<file path="config.mk">
export PLATFORM = sky130hd
export DESIGN_NAME = sys_bus_ctrl
export DESIGN_NICKNAME = d
export VERILOG_FILES = /design/src/rtl/sys_bus_pkg.sv /design/src/rtl/sys_bus_decode.sv /design/src/rtl/sys_bus_ctrl.sv
export SDC_FILE = /design/constraint.sdc
export NUM_CORES = 1
export LEC_CHECK = 0
export ABC_AREA = 1
export BUFFER_PORTS_ARGS = -buffer_cell sky130_fd_sc_hd__buf_2
export CORE_MARGIN = 2
export CORE_UTILIZATION = 55
export CTS_CLUSTER_SIZE = 20
export DETAILED_ROUTE_END_ITERATION = 16
export PLACE_DENSITY = 0.83
export SLEW_MARGIN = 40
export SYNTH_ARGS = -nofsm -noshare
export SYNTH_HDL_FRONTEND = slang
export SYNTH_HIERARCHICAL = 1
export SYNTH_SLANG_ARGS = --single-unit
</file>
<file path="constraint.sdc">
create_clock -name clk -period 3.05 [get_ports clk]
set_clock_uncertainty 0.15 [all_clocks]
set_input_delay 0.305 -clock clk [delete_from_list [all_inputs] [get_ports clk]]
set_output_delay 0.305 -clock clk [all_outputs]
set_load 0.01 [all_outputs]
</file>
<file path="src/rtl/sys_bus_pkg.sv">
// Shared types and default channel map for the system bus controller.
package sys_bus_pkg;

  localparam int unsigned N_DEV_MAX = 8;

  typedef enum logic [1:0] {
    IDLE   = 2'd0,
    DECODE = 2'd1,
    WAIT   = 2'd2,
    ACTIVE = 2'd3
  } bus_state_t;

  // Channel 0..3: low memory, mid memory, high memory, I/O ports 0xF0-0xFF.
  localparam logic [15:0] DEF_BASE    [4] = '{16'h0000, 16'h4000, 16'h8000, 16'h00F0};
  localparam logic [15:0] DEF_MASK    [4] = '{16'hC000, 16'hC000, 16'hC000, 16'hFFF0};
  localparam logic [3:0]  DEF_WAIT_ST [4] = '{4'd0, 4'd1, 4'd2, 4'd0};
  localparam logic [3:0]  DEF_IO_SPACE    = 4'b1000;

endpackage

</file>
<file path="src/rtl/sys_bus_decode.sv">
// Combinational priority address matcher: lowest matching channel wins.
module sys_bus_decode
  import sys_bus_pkg::*;
#(
  parameter int unsigned N_DEV               = 4,
  parameter logic [15:0] BASE     [N_DEV]    = DEF_BASE,
  parameter logic [15:0] MASK     [N_DEV]    = DEF_MASK,
  parameter logic [N_DEV-1:0] IO_SPACE       = DEF_IO_SPACE
) (
  input  logic [15:0]      addr,
  input  logic             io,
  output logic             hit,
  output logic [N_DEV-1:0] sel
);

  // Scan channels in ascending order; first match claims the cycle.
  always_comb begin
    hit = 1'b0;
    sel = '0;
    for (int unsigned i = 0; i < N_DEV; i++) begin
      if (!hit && ((addr & MASK[i]) == BASE[i]) && (IO_SPACE[i] == io)) begin
        hit    = 1'b1;
        sel[i] = 1'b1;
      end
    end
  end

endmodule

</file>
<file path="src/rtl/sys_bus_ctrl.sv">
// System bus controller: address latch, chip-select decode, wait-state
// insertion with device extension and timeout, error capture.
module sys_bus_ctrl
  import sys_bus_pkg::*;
#(
  parameter int unsigned N_DEV               = 4,
  parameter logic [15:0] BASE     [N_DEV]    = DEF_BASE,
  parameter logic [15:0] MASK     [N_DEV]    = DEF_MASK,
  parameter logic [N_DEV-1:0] IO_SPACE       = DEF_IO_SPACE,
  parameter logic [3:0]  WAIT_ST  [N_DEV]    = DEF_WAIT_ST,
  parameter int unsigned TIMEOUT             = 64
) (
  input  logic             clk,
  input  logic             rst,
  input  logic             ale,
  input  logic [7:0]       ad,
  input  logic [7:0]       a_hi,
  input  logic             io_mn,
  input  logic             rdn,
  input  logic             wrn,
  input  logic [N_DEV-1:0] dev_wait,
  output logic [15:0]      addr,
  output logic [N_DEV-1:0] cs_n,
  output logic             ready,
  output logic             bus_err,
  output logic [15:0]      err_addr
);

  localparam logic [7:0] TO_LIM = 8'(TIMEOUT);

  bus_state_t       state, state_nx;
  logic [15:0]      addr_nx, err_addr_nx;
  logic [N_DEV-1:0] cs_n_nx;
  logic             ready_nx, bus_err_nx;
  logic             io_q, io_nx;
  logic [3:0]       wcnt, wcnt_nx, wcnt_dec;
  logic [7:0]       tcnt, tcnt_nx, tcnt_inc;
  logic             seen, seen_nx;

  logic             hit, hit_dw, cur_dw, strobe, bus_idle;
  logic [N_DEV-1:0] sel;
  logic [3:0]       hit_ws;

  sys_bus_decode #(
    .N_DEV    (N_DEV),
    .BASE     (BASE),
    .MASK     (MASK),
    .IO_SPACE (IO_SPACE)
  ) u_decode (
    .addr (addr),
    .io   (io_q),
    .hit  (hit),
    .sel  (sel)
  );

  assign strobe   = !rdn || !wrn;
  assign bus_idle = rdn && wrn;
  assign hit_dw   = |(dev_wait & sel);
  assign cur_dw   = |(dev_wait & ~cs_n);
  assign wcnt_dec = (wcnt == 4'd0) ? 4'd0 : wcnt - 4'd1;
  assign tcnt_inc = tcnt + 8'd1;

  // Wait-state count of the channel selected by the decoder.
  always_comb begin
    hit_ws = '0;
    for (int unsigned i = 0; i < N_DEV; i++) begin
      if (sel[i]) hit_ws = hit_ws | WAIT_ST[i];
    end
  end

  // Next-state and next-output logic for the bus cycle FSM.
  always_comb begin
    state_nx    = state;
    addr_nx     = addr;
    io_nx       = io_q;
    cs_n_nx     = cs_n;
    ready_nx    = ready;
    bus_err_nx  = 1'b0;
    err_addr_nx = err_addr;
    wcnt_nx     = wcnt;
    tcnt_nx     = tcnt;
    seen_nx     = seen;
    case (state)
      IDLE: begin
        cs_n_nx  = '1;
        ready_nx = 1'b1;
        seen_nx  = 1'b0;
        if (ale) begin
          addr_nx  = {a_hi, ad};
          io_nx    = io_mn;
          state_nx = DECODE;
        end
      end
      DECODE: begin
        seen_nx = seen | strobe;
        if (!hit) begin
          bus_err_nx  = 1'b1;
          err_addr_nx = addr;
          cs_n_nx     = '1;
          ready_nx    = 1'b1;
          state_nx    = ACTIVE;
        end else begin
          cs_n_nx = ~sel;
          if ((hit_ws == 4'd0) && !hit_dw) begin
            ready_nx = 1'b1;
            state_nx = ACTIVE;
          end else begin
            ready_nx = 1'b0;
            wcnt_nx  = hit_ws;
            tcnt_nx  = '0;
            state_nx = WAIT;
          end
        end
      end
      WAIT: begin
        seen_nx = seen | strobe;
        if (tcnt_inc == TO_LIM) begin
          bus_err_nx  = 1'b1;
          err_addr_nx = addr;
          ready_nx    = 1'b1;
          state_nx    = ACTIVE;
        end else begin
          // Exit is judged on the post-decrement count so that WAIT_ST=n
          // holds READY low for exactly n cycles.
          wcnt_nx = wcnt_dec;
          tcnt_nx = tcnt_inc;
          if ((wcnt_dec == 4'd0) && !cur_dw) begin
            ready_nx = 1'b1;
            state_nx = ACTIVE;
          end
        end
      end
      ACTIVE: begin
        if (ale && bus_idle) begin
          addr_nx  = {a_hi, ad};
          io_nx    = io_mn;
          seen_nx  = 1'b0;
          cs_n_nx  = '1;
          ready_nx = 1'b1;
          state_nx = DECODE;
        end else if (bus_idle && seen) begin
          cs_n_nx  = '1;
          ready_nx = 1'b1;
          state_nx = IDLE;
        end else begin
          seen_nx = seen | strobe;
        end
      end
      default: begin
        cs_n_nx  = '1;
        ready_nx = 1'b1;
        state_nx = IDLE;
      end
    endcase
  end

  // State, registered outputs and counters with synchronous active-low reset.
  always_ff @(posedge clk) begin
    if (!rst) begin
      state    <= IDLE;
      addr     <= '0;
      io_q     <= 1'b0;
      cs_n     <= '1;
      ready    <= 1'b1;
      bus_err  <= 1'b0;
      err_addr <= '0;
      wcnt     <= '0;
      tcnt     <= '0;
      seen     <= 1'b0;
    end else begin
      state    <= state_nx;
      addr     <= addr_nx;
      io_q     <= io_nx;
      cs_n     <= cs_n_nx;
      ready    <= ready_nx;
      bus_err  <= bus_err_nx;
      err_addr <= err_addr_nx;
      wcnt     <= wcnt_nx;
      tcnt     <= tcnt_nx;
      seen     <= seen_nx;
    end
  end

endmodule

</file>
# == Yosys cells after proc, flatten, opt, wreduce, memory -nomap -nowiden ==
# Index checks and enable logic that the tools add are counted.
# classes
eq_ne,17
n_mul,0
n_bitwise,6
shifts,0
reduce_logical,37
addsub,2
order_cmp,0
div,0
n_mux,52
# op_table
cell,count
$mux W16,4
$pmux W16 S2,2
$mux W4,7
$mux W8,3
$mux W1,22
$logic_not A16 Y1,1
$pmux W8 S2,1
$ne A2 B2 Y1 const B,7
$eq A12 B4 Y1 const B,1
$logic_and A1 B1 Y1,12
$logic_not A4 Y1,3
$mux W2,6
$pmux W4 S3,1
$ne A3 B3 Y1 const B,3
$reduce_and A3 Y1,3
$add A8 B1 Y8 const B,1
$and A4 B4 Y4,2
$eq A8 B7 Y1 const B,1
$not A4 Y4,2
$pmux W2 S4,1
$pmux W4 S2,1
$reduce_or A4 Y1,2
$logic_not A1 Y1,7
$eq A2 B2 Y1 const B,3
14 further kinds,18
# totals
out_inout_bits,38
latchBits,0
ff_bits,54
ram_bits,0
inputBits,26
n_memories,0
mem_bits_ro,0
wordCells,124

# == Depth between registers and ports, before layout ==
# depth
depth_word,22
ltp_mapped,13
mapped_depth_nobuf,12

# == Hierarchy ==
# The synthesis kept the hierarchy.
# by_module_without_submodules
module,n_inst,seq_area_each_um2,area_per_inst_um2,cells_each
sys_bus_ctrl,1,1081.0,2711.4,394
sys_bus_decode,1,0.0,130.1,31

# == Worst setup path after synthesis ==
# OpenSTA, ideal clock, no wires.
# synth_timing
path_kind,register to register
start,register addr[4]
end,register tcnt[7]
path_stages_with_launch,13
period_less_slack_ns,1.811
arrival_time_ns,1.551
slack_ns,1.239
setup_ns,0.110
path_buffers,1
required_time_ns,2.790
cell_sequence,dfxtp_1 -> nand2_1 -> nor2_1 -> nand3_1 -> nor2_1 -> a21oi_1 -> nand2_1 -> nor2_1 -> nor2_1 -> clkbuf_1 -> nand4_1 -> nand2_1 -> nor2_1
# synth_via
elab_chain_cells,10
elab_cells_between_ends,12
cone_classes,3 x eq/ne; 2 x mux; 1 x bitwise; 6 x reduce/logical
# synth_lines
element,line,text
"start, declared",sys_bus_ctrl.sv:22,"output logic [15:0] addr,"
"start signal, assigned",sys_bus_ctrl.sv:172,addr <= addr_nx;
$eq A12 B4 Y1,sys_bus_decode.sv:21,if (!hit && ((addr & MASK[i]) == BASE[i]) && (IO_SPACE[i] == io)) begin
$logic_and A1 B1 Y1 (2 in a row),sys_bus_decode.sv:21,
$mux W1,sys_bus_decode.sv:21,
net sel[3],sys_bus_ctrl.sv:41,logic [N_DEV-1:0] sel;
$and A4 B4 Y4,sys_bus_ctrl.sv:58,assign hit_dw = |(dev_wait & sel);
$reduce_or A4 Y1,sys_bus_ctrl.sv:58,
$logic_not A1 Y1,sys_bus_ctrl.sv:104,if ((hit_ws == 4'd0) && !hit_dw) begin
$logic_and A1 B1 Y1,sys_bus_ctrl.sv:104,
$ne A2 B2 Y1 (no source line),-,
$reduce_and A4 Y1 (no source line),-,
"end signal, assigned",sys_bus_ctrl.sv:179,tcnt <= tcnt_nx;
"end, declared",sys_bus_ctrl.sv:37,"logic [7:0] tcnt, tcnt_nx, tcnt_inc;"
# The timed path passes the listed nets, and every way through them passes these cells.
# A chain may end at the register's enable or synchronous reset.

# == Worst setup path after layout ==
# layout_timing
start,register tcnt[1]
end,register err_addr[0]
# layout_via
elab_chain_cells,4
# layout_lines
element,line,text
$add A8 B1 Y8,sys_bus_ctrl.sv:61,assign tcnt_inc = tcnt + 8'd1;
$eq A8 B7 Y1,sys_bus_ctrl.sv:117,if (tcnt_inc == TO_LIM) begin
$ne A2 B2 Y1 (no source line),-,
$reduce_and A3 Y1 (no source line),-,
"end signal, assigned",sys_bus_ctrl.sv:177,err_addr <= err_addr_nx;
"end, declared",sys_bus_ctrl.sv:26,output logic [15:0] err_addr
# No other way between the ends.

==> impl_metrics.tcl <==
set metrics [dict create \
    grt_antenna_before_repair 0 \
    cp_top_family "simple AND/OR/NAND/NOR gates" \
    cts.sinks 54 \
    slew_violations 0 \
    antenna_left 0 \
    status "completed" \
    crit_buf_inv 0 \
    leakagePower_uw 0.00166 \
    relSlewSlack_pct 65.3 \
    io_pins 64 \
    globalplace.congestion 0.949 \
    worstPathArrival_ns 2.25 \
    syn-num-nets 458 \
    dieHeight_um 75.9 \
    h-tree-depth 2 \
    cp_cell_sequence "ha_1 -> nand2_2 -> o21ai_1 -> nand2_1 -> nor2_2 -> nand4_4 -> nand2_4 -> nand3_1 -> nand2_1 -> nor2_1" \
    synth_area_leaders "dfxtp_1 38%, nand2_1 11%, inv_1 8.2%" \
    grt_max_degree 33 \
    peakVddDrop_uv 621 \
    first_pass_iters 4 \
    start_kind "flip-flop" \
    hold_buffers 0 \
    fin_area_um2 3270 \
    hp-start "io_mn" \
    reg2reg_from "tcnt[1]" \
    worstPathRequired_ns 3.11 \
    synth.largest_area_cell "dfxtp_1" \
    cts_resized 0 \
    die_w_um 75.9 \
    cap_viol_max_count 0 \
    ys_types 32 \
    num_rows 26 \
    diodes 0 \
    routed-via-count 2802 \
    cts-root-to-sink-buffers 2 \
    core_area_um2 5040 \
    regArea_um2 1080 \
    tns_ns 0 \
    synthDominantCellAreaShare_pct 38.0 \
    netlist_area_um2 2840 \
    postCtsSetupBuffers 0 \
    grt_first_pass_wirelength_um 11000 \
    power_density_nw_per_um2 1130 \
    viasPerCell 5.09 \
    drtIter0Drc 187 \
    hold_path_depth 3 \
    nets 513 \
    tightest_slew_ns 0.520 \
    cp_slowest_stage_delay_ns 0.41 \
    grtUsageTotal_pct 24.8 \
    rsz0062_at_grt "no" \
    post-route-min-period_ns 2.19 \
    regToRegEndpoint "err_addr[0]" \
    grt_pass1_vias 2469 \
    start_util_pct 56.4 \
    synth-seq-cells 54 \
    mostFrequentLayoutCells "82 x nand2_1, 63 x buf_2, 62 x inv_1" \
    dp_hpwl_um 4890 \
    clk_pin_slew_ns 0.10 \
    portBuffers 63 \
    cts_tree "built" \
    path_common_cell "nand2_1" \
    multi_input_comb_area_um2 1410 \
    final_common_cell "nand2_1" \
    drcViolationCount 0 \
    end_kind "flip-flop" \
    dieArea_um2 5760 \
    numCtsBuffers 5 \
    yosysSeqAreaShare_pct 38.0 \
    totalWireLength_um 6630 \
    synth_area_per_cell_um2 6.69 \
    fin_crit_sh_pct 71.8 \
    whs_endpoint "io_q" \
    ff2ff_path_depth 10 \
    hp-class "in -> reg" \
    path_max_fanout 32 \
    rrSetupSlack_ns 0.86 \
    clkLatencyLatePin_ns 0.31 \
    fmax_mhz 457 \
    wl_per_cell_um 12.0 \
    synth_warnings 6 \
    worst_path_max_delay_cell "dfxtp_1" \
    finalHoldViolations 0 \
    root_buffer "clkbuf_8" \
    fillers 471 \
    drive_gt1_share_pct 19.5 \
    path_class "reg -> reg" \
    synthCells 425 \
    overflow 0 \
    area_growth_pct 15.1 \
    setup_viol 0 \
    post_dp_cell_area_um2 3170 \
]
[tightest hold or removal path, delay by kind of cell]
family          cells  cell delay (ns)
buf+inv             1             0.07
compound gates      1             0.07
simple gates        1             0.07
[cells in the mapped netlist (all sizes together)]
cell type	count
nand2	86
inv	67
nor2	60
dfxtp	54
a21oi	37
nand3	37
o21ai	23
nand4	16
clkbuf	10
buf	9
ha	7
nor3	3
o21bai	3
o22ai	3
or2	3
a211o	2
a31oi	2
a211oi	1
a221oi	1
o211ai	1
[registers in the layout, indices dropped and copies added (netlist names)]
name      cells
addr         16
bus_err       1
cs_n          4
err_addr     16
io_q          1
ready         1
seen          1
state         2
tcnt          8
wcnt          4
[final cells by class]
type                       instances  share of cell area (%)
sequential                        54                    33.1
timing repair buffer              67                    10.6
clock inverter                     2                   0.497
clock buffer                       6                    2.52
inverter                          67                    7.69
multi-input combinational        285                    43.0
tap                               70                    2.68
[power by group]
part	switching [uW]	total, uW	leakage [uW]	internal, uW
Combinational	1310	2050	0.00117	740
Clock	249	437	0.0000478	188
Sequential	217	1210	0.000445	994
Total	1770	3700	0.00166	1920
[cells by family after synthesis]
family | after synthesis | synth area share (%)
simple gates | 205 | 32.1
flops | 54 | 38.0
fa+ha+maj | 7 | 3.08
buf+inv | 86 | 12.5
compound gates | 73 | 14.2
[worst max path at each step]
stage | start | end | slack [ns] | cells past startpoint
2_1_floorplan | addr[4] | tcnt[7] | 1.24 | 12
3_3_place_gp | state[1] | addr[12] | 0.92 | 8
3_5_place_dp | state[1] | addr[13] | 0.80 | 8
4_1_cts | state[1] | addr[13] | 0.79 | 8
5_1_grt | tcnt[1] | err_addr[15] | 0.60 | 10
6_report | tcnt[1] | err_addr[0] | 0.86 | 10
[per-stage QoR]
step / std cells / setup WS, ns / hold slack, ns / total power (uW) / utilization [%]
6_report: 551 / 0.860 / 0.0922 / 3700 / 64.9
5_1_grt: 551 / 0.603 / 0.136 / 4070 / 64.9
4_1_cts: 551 / 0.789 / 0.0928 / 3700 / 64.8
3_5_place_dp: 543 / 0.798 / 0.288 / 3260 / 62.9
3_3_place_gp: 543 / 0.918 / 0.286 / 3200 / 62.9
2_1_floorplan: 425 / 1.24 / 0.322 / 2750 / -
[metal layers]
layer	vias up	part of all wire [%]	GRT usage (%)
met4	0	2.1	8.58
met5	-	0	0
li1	1469	-	-
met1	1255	44	31.1
met3	13	5.2	6.22
met2	65	49	41.4
No activity file was read; power rests on OpenSTA's default activity.
